===== src/rtl/ptb2_axi4_lite_master.sv =====
`timescale 1ns/1ps
// AXI4-Lite single-outstanding master: turns cmd_* requests into one AW/W or AR transaction, returns one rsp_* each.
// Latency: cmd accept at cycle 0, AW/W or AR valid at 1, rsp_valid at 3 behind a zero-wait slave.
// Backpressure: cmd_ready only in IDLE; rsp_* held until rsp_ready; a watchdog aborts waits on a hung slave.
module ptb2_axi4_lite_master #(
    parameter int C_M_AXI_ADDR_WIDTH = 32,
    parameter int C_M_AXI_DATA_WIDTH = 32,
    parameter int C_TIMEOUT          = 16
) (
    input  logic                              M_AXI_ACLK,
    input  logic                              M_AXI_ARESET,
    input  logic                              cmd_valid,
    output logic                              cmd_ready,
    input  logic                              cmd_write,
    input  logic [C_M_AXI_ADDR_WIDTH-1:0]     cmd_addr,
    input  logic [C_M_AXI_DATA_WIDTH-1:0]     cmd_wdata,
    input  logic [C_M_AXI_DATA_WIDTH/8-1:0]   cmd_wstrb,
    output logic                              rsp_valid,
    input  logic                              rsp_ready,
    output logic [C_M_AXI_DATA_WIDTH-1:0]     rsp_rdata,
    output logic [1:0]                        rsp_resp,
    output logic                              rsp_timeout,
    output logic [C_M_AXI_ADDR_WIDTH-1:0]     M_AXI_AWADDR,
    output logic                              M_AXI_AWVALID,
    input  logic                              M_AXI_AWREADY,
    output logic [C_M_AXI_DATA_WIDTH-1:0]     M_AXI_WDATA,
    output logic [C_M_AXI_DATA_WIDTH/8-1:0]   M_AXI_WSTRB,
    output logic                              M_AXI_WVALID,
    input  logic                              M_AXI_WREADY,
    input  logic [1:0]                        M_AXI_BRESP,
    input  logic                              M_AXI_BVALID,
    output logic                              M_AXI_BREADY,
    output logic [C_M_AXI_ADDR_WIDTH-1:0]     M_AXI_ARADDR,
    output logic                              M_AXI_ARVALID,
    input  logic                              M_AXI_ARREADY,
    input  logic [C_M_AXI_DATA_WIDTH-1:0]     M_AXI_RDATA,
    input  logic [1:0]                        M_AXI_RRESP,
    input  logic                              M_AXI_RVALID,
    output logic                              M_AXI_RREADY
);
    localparam int SW = C_M_AXI_DATA_WIDTH / 8;
    localparam int CW = (C_TIMEOUT > 1) ? $clog2(C_TIMEOUT) : 1;
    localparam logic [CW-1:0] WD_LAST = CW'((C_TIMEOUT > 0) ? C_TIMEOUT - 1 : 0);

    typedef enum logic [2:0] {IDLE, WR_REQ, WR_RESP, RD_REQ, RD_DATA, RESP} state_t;
    state_t state, state_nxt;

    logic [C_M_AXI_ADDR_WIDTH-1:0] addr_q;
    logic [C_M_AXI_DATA_WIDTH-1:0] wdata_q;
    logic [SW-1:0]                 wstrb_q;
    logic                          aw_done, w_done;
    logic [CW-1:0]                 wd_cnt;
    logic                          abort;

    wire cmd_hs     = cmd_valid & cmd_ready;
    wire aw_hs      = M_AXI_AWVALID & M_AXI_AWREADY;
    wire w_hs       = M_AXI_WVALID & M_AXI_WREADY;
    wire b_hs       = M_AXI_BVALID & M_AXI_BREADY;
    wire ar_hs      = M_AXI_ARVALID & M_AXI_ARREADY;
    wire r_hs       = M_AXI_RVALID & M_AXI_RREADY;
    // Both write channels finished, counting a handshake landing this very cycle.
    wire wr_both    = (aw_done | aw_hs) & (w_done | w_hs);
    wire in_wait    = (state == WR_REQ) | (state == WR_RESP) | (state == RD_REQ) | (state == RD_DATA);
    wire wd_expired = in_wait & (C_TIMEOUT != 0) & (wd_cnt == WD_LAST);

    assign M_AXI_AWADDR = addr_q;
    assign M_AXI_ARADDR = addr_q;
    assign M_AXI_WDATA  = wdata_q;
    assign M_AXI_WSTRB  = wstrb_q;

    // State register; reset wins over everything and discards any in-flight command.
    always_ff @(posedge M_AXI_ACLK) begin
        if (M_AXI_ARESET) state <= IDLE;
        else              state <= state_nxt;
    end

    // Next state: progress on handshakes first, watchdog abort only when nothing completed.
    always_comb begin
        state_nxt = state;
        abort     = 1'b0;
        case (state)
            IDLE:    if (cmd_hs) state_nxt = cmd_write ? WR_REQ : RD_REQ;
            WR_REQ:  if (wr_both) state_nxt = WR_RESP; else if (wd_expired) abort = 1'b1;
            WR_RESP: if (b_hs)    state_nxt = RESP;    else if (wd_expired) abort = 1'b1;
            RD_REQ:  if (ar_hs)   state_nxt = RD_DATA; else if (wd_expired) abort = 1'b1;
            RD_DATA: if (r_hs)    state_nxt = RESP;    else if (wd_expired) abort = 1'b1;
            RESP:    if (rsp_ready) state_nxt = IDLE;
            default: state_nxt = IDLE;
        endcase
        if (abort) state_nxt = RESP;
    end

    // Outputs decoded from the registered state, so every VALID/READY is glitch-free.
    always_comb begin
        cmd_ready     = (state == IDLE) & ~M_AXI_ARESET;
        M_AXI_AWVALID = (state == WR_REQ) & ~aw_done;
        M_AXI_WVALID  = (state == WR_REQ) & ~w_done;
        M_AXI_BREADY  = (state == WR_RESP);
        M_AXI_ARVALID = (state == RD_REQ);
        M_AXI_RREADY  = (state == RD_DATA);
        rsp_valid     = (state == RESP);
    end

    // Capture the command and track the independent AW and W handshakes.
    always_ff @(posedge M_AXI_ACLK) begin
        if (M_AXI_ARESET) begin
            addr_q  <= '0;
            wdata_q <= '0;
            wstrb_q <= '0;
            aw_done <= 1'b0;
            w_done  <= 1'b0;
        end else if (cmd_hs) begin
            addr_q  <= cmd_addr;
            wdata_q <= cmd_wdata;
            wstrb_q <= cmd_wstrb;
            aw_done <= 1'b0;
            w_done  <= 1'b0;
        end else if (state == WR_REQ) begin
            if (aw_hs) aw_done <= 1'b1;
            if (w_hs)  w_done  <= 1'b1;
        end
    end

    // Watchdog: restarts on every state change, counts cycles spent waiting on the slave.
    always_ff @(posedge M_AXI_ACLK) begin
        if (M_AXI_ARESET)                       wd_cnt <= '0;
        else if (state_nxt != state)            wd_cnt <= '0;
        else if (in_wait && (C_TIMEOUT != 0))   wd_cnt <= wd_cnt + 1'b1;
    end

    // Response capture; each new response overwrites the previous timeout flag.
    always_ff @(posedge M_AXI_ACLK) begin
        if (M_AXI_ARESET) begin
            rsp_rdata   <= '0;
            rsp_resp    <= 2'b00;
            rsp_timeout <= 1'b0;
        end else if (abort) begin
            rsp_rdata   <= '0;
            rsp_resp    <= 2'b11;
            rsp_timeout <= 1'b1;
        end else if (b_hs) begin
            rsp_rdata   <= '0;
            rsp_resp    <= M_AXI_BRESP;
            rsp_timeout <= 1'b0;
        end else if (r_hs) begin
            rsp_rdata   <= M_AXI_RDATA;
            rsp_resp    <= M_AXI_RRESP;
            rsp_timeout <= 1'b0;
        end
    end
endmodule


===== config.mk =====
export PLATFORM = sky130hd
export DESIGN_NAME = ptb2_axi4_lite_master
export DESIGN_NICKNAME = d
export VERILOG_FILES = /design/src/rtl/ptb2_axi4_lite_master.sv
export SDC_FILE = /design/constraint.sdc
export NUM_CORES = 1
export LEC_CHECK = 0
export ABC_CLOCK_PERIOD_IN_PS = 2200
export CORE_ASPECT_RATIO = 2
export CORE_MARGIN = 8
export CORE_UTILIZATION = 38
export CTS_BUF_LIST = sky130_fd_sc_hd__clkbuf_16
export DETAILED_ROUTE_END_ITERATION = 8
export PLACE_DENSITY = 0.82
export SLEW_MARGIN = 20
export SYNTH_ARGS = -nofsm -noshare
export SYNTH_HDL_FRONTEND = slang
export SYNTH_SLANG_ARGS = --single-unit

===== constraint.sdc =====
create_clock -name M_AXI_ACLK -period 2.2 [get_ports M_AXI_ACLK]
set_input_delay 0.33 -clock M_AXI_ACLK [delete_from_list [all_inputs] [get_ports M_AXI_ACLK]]
set_output_delay 0.33 -clock M_AXI_ACLK [all_outputs]
set_load 0.01 [all_outputs]

==> impl_metrics.ini, run 1 <==
[power_and_ir_drop]
power_leakage_uw = 0.00256
vdd_drop_max_mv = 0.667
power_density_nw_per_um2 = 641

[logic_synthesis]
netlist_instances = 563
synthFlopType = dfxtp_1
synth_cell_type_count = 42
synth_enable_flop_cells = 0
ys_warn_count = 0
ys_async_sr_fraction = 0
ys_seq_area_frac = 0.506
syn-num-nets = 678
netlist_area_um2 = 4430
synth.avg_cell_area_um2 = 7.87
ys_seq_elements = 112

[drt]
drc = 0
dr.first_iter.drc_count = 162
vias = 4513
ant_nets = 0
wl_um = 14800
wire_per_inst_um = 16.0
drt_pass1_iterations = 4
via_per_inst = 4.88

[critical_path]
path_delay_family = buffers and inverters
crit_buf_inv = 1
required_ns = 1.87
startpoint_type = register
worst_path_largest_cell_delay_ns = 0.59
crit_fanout = 8
end_kind = output port
cp_cell_sequence = nor2b_2 -> and2_1 -> clkdlybuf4s50_1
r2r_slack_ns = 0.30
worstPathArrival_ns = 1.78
worst_path_max_delay_cell = clkdlybuf4s50_1
path_class = register to output port

[global_routing]
grt_pass1_wl_um = 23000
antenna_found_initial = 0
grt_max_degree = 42
grt_overflow = 0
track_usage = 0.183
grt_pass1_vias = 4462

[status]
outcome = complete, no violations

[floorplan]
die-height_um = 169
initial_core_util = 0.383
row_count = 56
coreArea_um2 = 11600
io_pins = 256
die-area_um2 = 15600
die-width_um = 92.3

[sta]
clock_skew_ns = 0.0119
rsz0062_at_grt = false
period_share = 0.957
fin_crit_ns = 2.11
setup_ws_ns = 0.0947
worst_pin_slew_ns = 0.415
max_freq_ghz = 0.475
holdWs_ns = 0.454
hold_viol_final = 0
slew_violations = 0
slew-limit-headroom = 0.723
setup_violations = 0

[placement]
post-place-ws_ns = -0.0169
dp.cells = 908
hpwl_um = 11500
port_buffers = 255
place_congestion = 0.836

[finish]
nNetsFinal = 889
fillers = 998
stdcell_count = 924
drive_above_1_share = 0.0591
multi_input_area_um2 = 1800
diodes = 0
regArea_um2 = 2250
syn_to_final_growth_pct = 63.4

[clock_network]
path_clk_slew_ns = 0.07
tritoncts = yes
cts_hold_buf = 0
clockRootBuffer = clkbuf_16
clk_path_buf_depth = 2
cts.sinks = 112
cts_buffers = 9
htree_num_levels = 3
clock_latency_ns = 0.34

[min_path]
hp-class = register to register

[job]
maxCapViolCount = 0
## layout by cell type, fill, tap and decap left out, types with 4 or more instances in the layout
cell type and instances:
clkbuf_16 9, dfxtp_1 109, nor3_1 5, clkdlybuf4s50_1 250, nand2_1 209, a21oi_1 108, nor2_1 11, buf_4 12
mux2i_1 4, buf_12 4
## timing repair
action	in CTS	in global routing
pin swaps	0	0
setup buffers	0	0
gates resized for setup	4	6
endpoints found under the hold margin	0	0
endpoints found under the setup margin	6	4
## tightest hold or removal path: stages, from the launching register on
cell	delay, ns
dfxtp_1	0.31
nand2_1	0.05
a21oi_1	0.05
## stage by stage
| step | total power, µW | cell area [µm²] | setup TNS (ns) | util |
|---|---|---|---|---|
| after floorplan | 2620 | 4430 | 0 | - |
| after global placement | 3130 | 6930 | 0 | 0.600 |
| after detailed placement | 3150 | 6930 | -0.0169 | 0.600 |
| after CTS | 4690 | 7230 | -0.0102 | 0.625 |
| after global routing | 4850 | 7240 | 0 | 0.626 |
| final | 4640 | 7240 | 0 | 0.626 |
## state kept, by name, indices dropped and copies added (netlist names)
signal        cells
M_AXI_ARADDR     32
M_AXI_WDATA      32
rsp_rdata        32
M_AXI_WSTRB       4
wd_cnt            4
state             3
rsp_resp          2
aw_done           1
rsp_timeout       1
w_done            1
## Yosys cell counts (3+ instances only)
master    instances  share of area
dfxtp_1         112           0.51
nor4_1            3         0.0042
nor2_1           11         0.0093
mux2i_1           4         0.0090
buf_4            32          0.054
buf_2            15          0.017
nor3_1            5         0.0056
nand2_1         210           0.18
a21oi_1         108           0.12
clkbuf_1         23          0.019
## cells by family after synthesis
family,after synthesis,share of synthesized area
AO/OA/AOI/OAI,122,0.149
XOR/XNOR,3,0.00593
adder cells (fa/ha/maj),1,0.00282
buffers and inverters,73,0.0949
flip-flops,112,0.506
multiplexers,4,0.00904
AND/OR/NAND/NOR,248,0.232
## worst paths after layout
kind	from	cells past startpoint	endpoint
min reg2reg	M_AXI_WDATA[7]	2	M_AXI_WDATA[7]
max	state[1]	3	M_AXI_ARVALID
max reg2reg	state[1]	5	wd_cnt[1]
min	M_AXI_WDATA[7]	2	M_AXI_WDATA[7]
## layout make-up
type,count,area share
Timing Repair Buffer,271,0.376
Clock inverter,7,0.00778
Sequential cell,112,0.311
Multi-Input combinational cell,378,0.248
Inverter,2,0.00104
Clock buffer,9,0.0311
Tap cell,145,0.0251
## per-layer routing
metal  vias to the layer above  GRT usage  wire length [µm]
li1                       2228          -                 -
met1                      2035      0.191              5680
met2                       237      0.301              6830
met3                        13      0.105              2110
met4                         0     0.0544               210
met5                         -          0                 0
## power breakdown
group	switching (µW)	internal, µW	leakage, µW	total [µW]
combinational	389	519	0.00152	908
clock	760	781	0.000135	1540
sequential	69.0	2120	0.000911	2190
Power figures use the tool's default switching activity.
==> inputs of run 2 (changes only) <==
--- a/config.mk
+++ b/config.mk
@@ -7,7 +7,7 @@
 export LEC_CHECK = 0
 export ABC_CLOCK_PERIOD_IN_PS = 2200
 export CORE_ASPECT_RATIO = 2
-export CORE_MARGIN = 8
+export CORE_MARGIN = 2
 export CORE_UTILIZATION = 38
 export CTS_BUF_LIST = sky130_fd_sc_hd__clkbuf_16
 export DETAILED_ROUTE_END_ITERATION = 8
==> impl_metrics.ini, run 2 (same netlist as run 1, synthesis figures left out) <==
[floorplan]
die-width_um = 80.3
initial_core_util = 0.390
die-height_um = 157
coreArea_um2 = 11400
die-area_um2 = 12600
row_count = 55
io_pins = 256

[drt]
vias = 4586
drt_pass1_iterations = 4
dr.first_iter.drc_count = 243
via_per_inst = 4.97
ant_nets = 0
wl_um = 14300
drc = 0
wire_per_inst_um = 15.5

[critical_path]
startpoint_type = register
r2r-start = state[1]
path_delay_family = simple AND/OR/NAND/NOR gates
cp.depth = 7
crit_fanout = 11
crit_buf_inv = 2
end_kind = register
cp_common_cell = buf_4
cp_cell_sequence = buf_4 -> nor4b_1 -> a221oi_1 -> buf_4 -> o22ai_2 -> a32oi_2 -> nor4_2
worstPathArrival_ns = 2.43
worst_path_largest_cell_delay_ns = 0.51
required_ns = 2.45
reg2regPathDepth = 7
path_class = register to register
startpoint = state[1]
worst_path_max_delay_cell = nor4b_1

[status]
outcome = complete, no violations

[clock_network]
clockRootBuffer = clkbuf_16
clock_latency_ns = 0.35
path_clk_slew_ns = 0.07
postCtsSetupBuffers = 0
tritoncts = yes
cts_hold_buf = 0
cts_buffers = 9
htree_num_levels = 3
cts.sinks = 112
clk_path_buf_depth = 2

[global_routing]
grt_overflow = 0
track_usage = 0.219
grt_pass1_wl_um = 21600
grt_pass1_vias = 4466
grt_max_degree = 66
antenna_found_initial = 0

[finish]
final_common_cell = clkdlybuf4s50_1
diodes = 0
fillers = 954
nNetsFinal = 892
layout_common_cells = 254 x clkdlybuf4s50_1, 209 x nand2_1, 109 x dfxtp_1
drive_above_1_share = 0.0627
syn_to_final_growth_pct = 63.6

[power_and_ir_drop]
vdd_drop_max_mv = 0.394
power_density_nw_per_um2 = 650
power_leakage_uw = 0.00253

[sta]
max_freq_ghz = 0.459
setup_ws_ns = 0.0214
slew_violations = 0
period_share = 0.990
hold_viol_final = 0
setup_violations = 0
slew-limit-headroom = 0.566
worst_pin_slew_ns = 0.650
holdWs_ns = 0.453
fin_crit_ns = 2.18
clock_skew_ns = 0.00972

[placement]
place_congestion = 0.828
hpwl_um = 10900
port_buffers = 255
post-place-ws_ns = -0.0855

[min_path]
worstHoldStart = M_AXI_WDATA[13]
hp-class = register to register
hold_depth = 2

[job]
maxCapViolCount = 0
-- run 2: repair_timing --
action,CTS,global route
setup endpoints to repair,7,5
resized for setup,4,5
pin swaps,0,0
-- run 2: layer usage --
| layer | vias up | wire, µm | track usage |
|---|---|---|---|
| li1 | 2225 | - | - |
| met3 | 27 | 919 | 0.0507 |
| met4 | 0 | 390 | 0.0952 |
| met2 | 186 | 8140 | 0.423 |
| met5 | - | 0 | 0 |
| met1 | 2148 | 4870 | 0.213 |
-- run 2: worst register-to-register path, stage by stage, from the launching register on --
cell and delay, ns:
dfxtp_4 0.39, buf_4 0.17, nor4b_1 0.51, a221oi_1 0.17, buf_4 0.18, o22ai_2 0.18, a32oi_2 0.17, nor4_2 0.32
-- run 2: through the flow --
stage / instance area [µm²] / setup TNS, ns / total power (µW) / util / cells
after global routing: 7250 / -0.165 / 4900 / 0.638 / 923
after global placement: 6930 / 0 / 3110 / 0.610 / 908
final: 7250 / 0 / 4710 / 0.638 / 923
after CTS: 7220 / 0 / 4730 / 0.636 / 923
after detailed placement: 6930 / -0.0974 / 3140 / 0.610 / 908
after floorplan: 4430 / 0 / 2620 / - / 563
-- run 2: power by group --
group / total, µW / switching [µW] / internal (µW)
registers: 2190 / 73.2 / 2120
clock network: 1610 / 730 / 876
logic: 914 / 393 / 520
-- run 2: worst paths after layout --
kind | endpoint | slack (ns)
setup / recovery | wd_cnt[0] | 0.02
setup reg to reg | wd_cnt[0] | 0.02
hold reg to reg | M_AXI_WDATA[13] | 0.45
hold / removal | M_AXI_WDATA[13] | 0.45
-- run 2: area by class of cell --
cell class                      instances  area, µm²  share of cell area
Timing Repair Buffer                  274       2720               0.375
Multi-Input combinational cell        378       1810               0.249
Sequential cell                       112       2250               0.311
Clock inverter                          6       62.6             0.00863
Clock buffer                            9        225              0.0311
Inverter                                2       7.51             0.00104
Tap cell                              142        178              0.0245
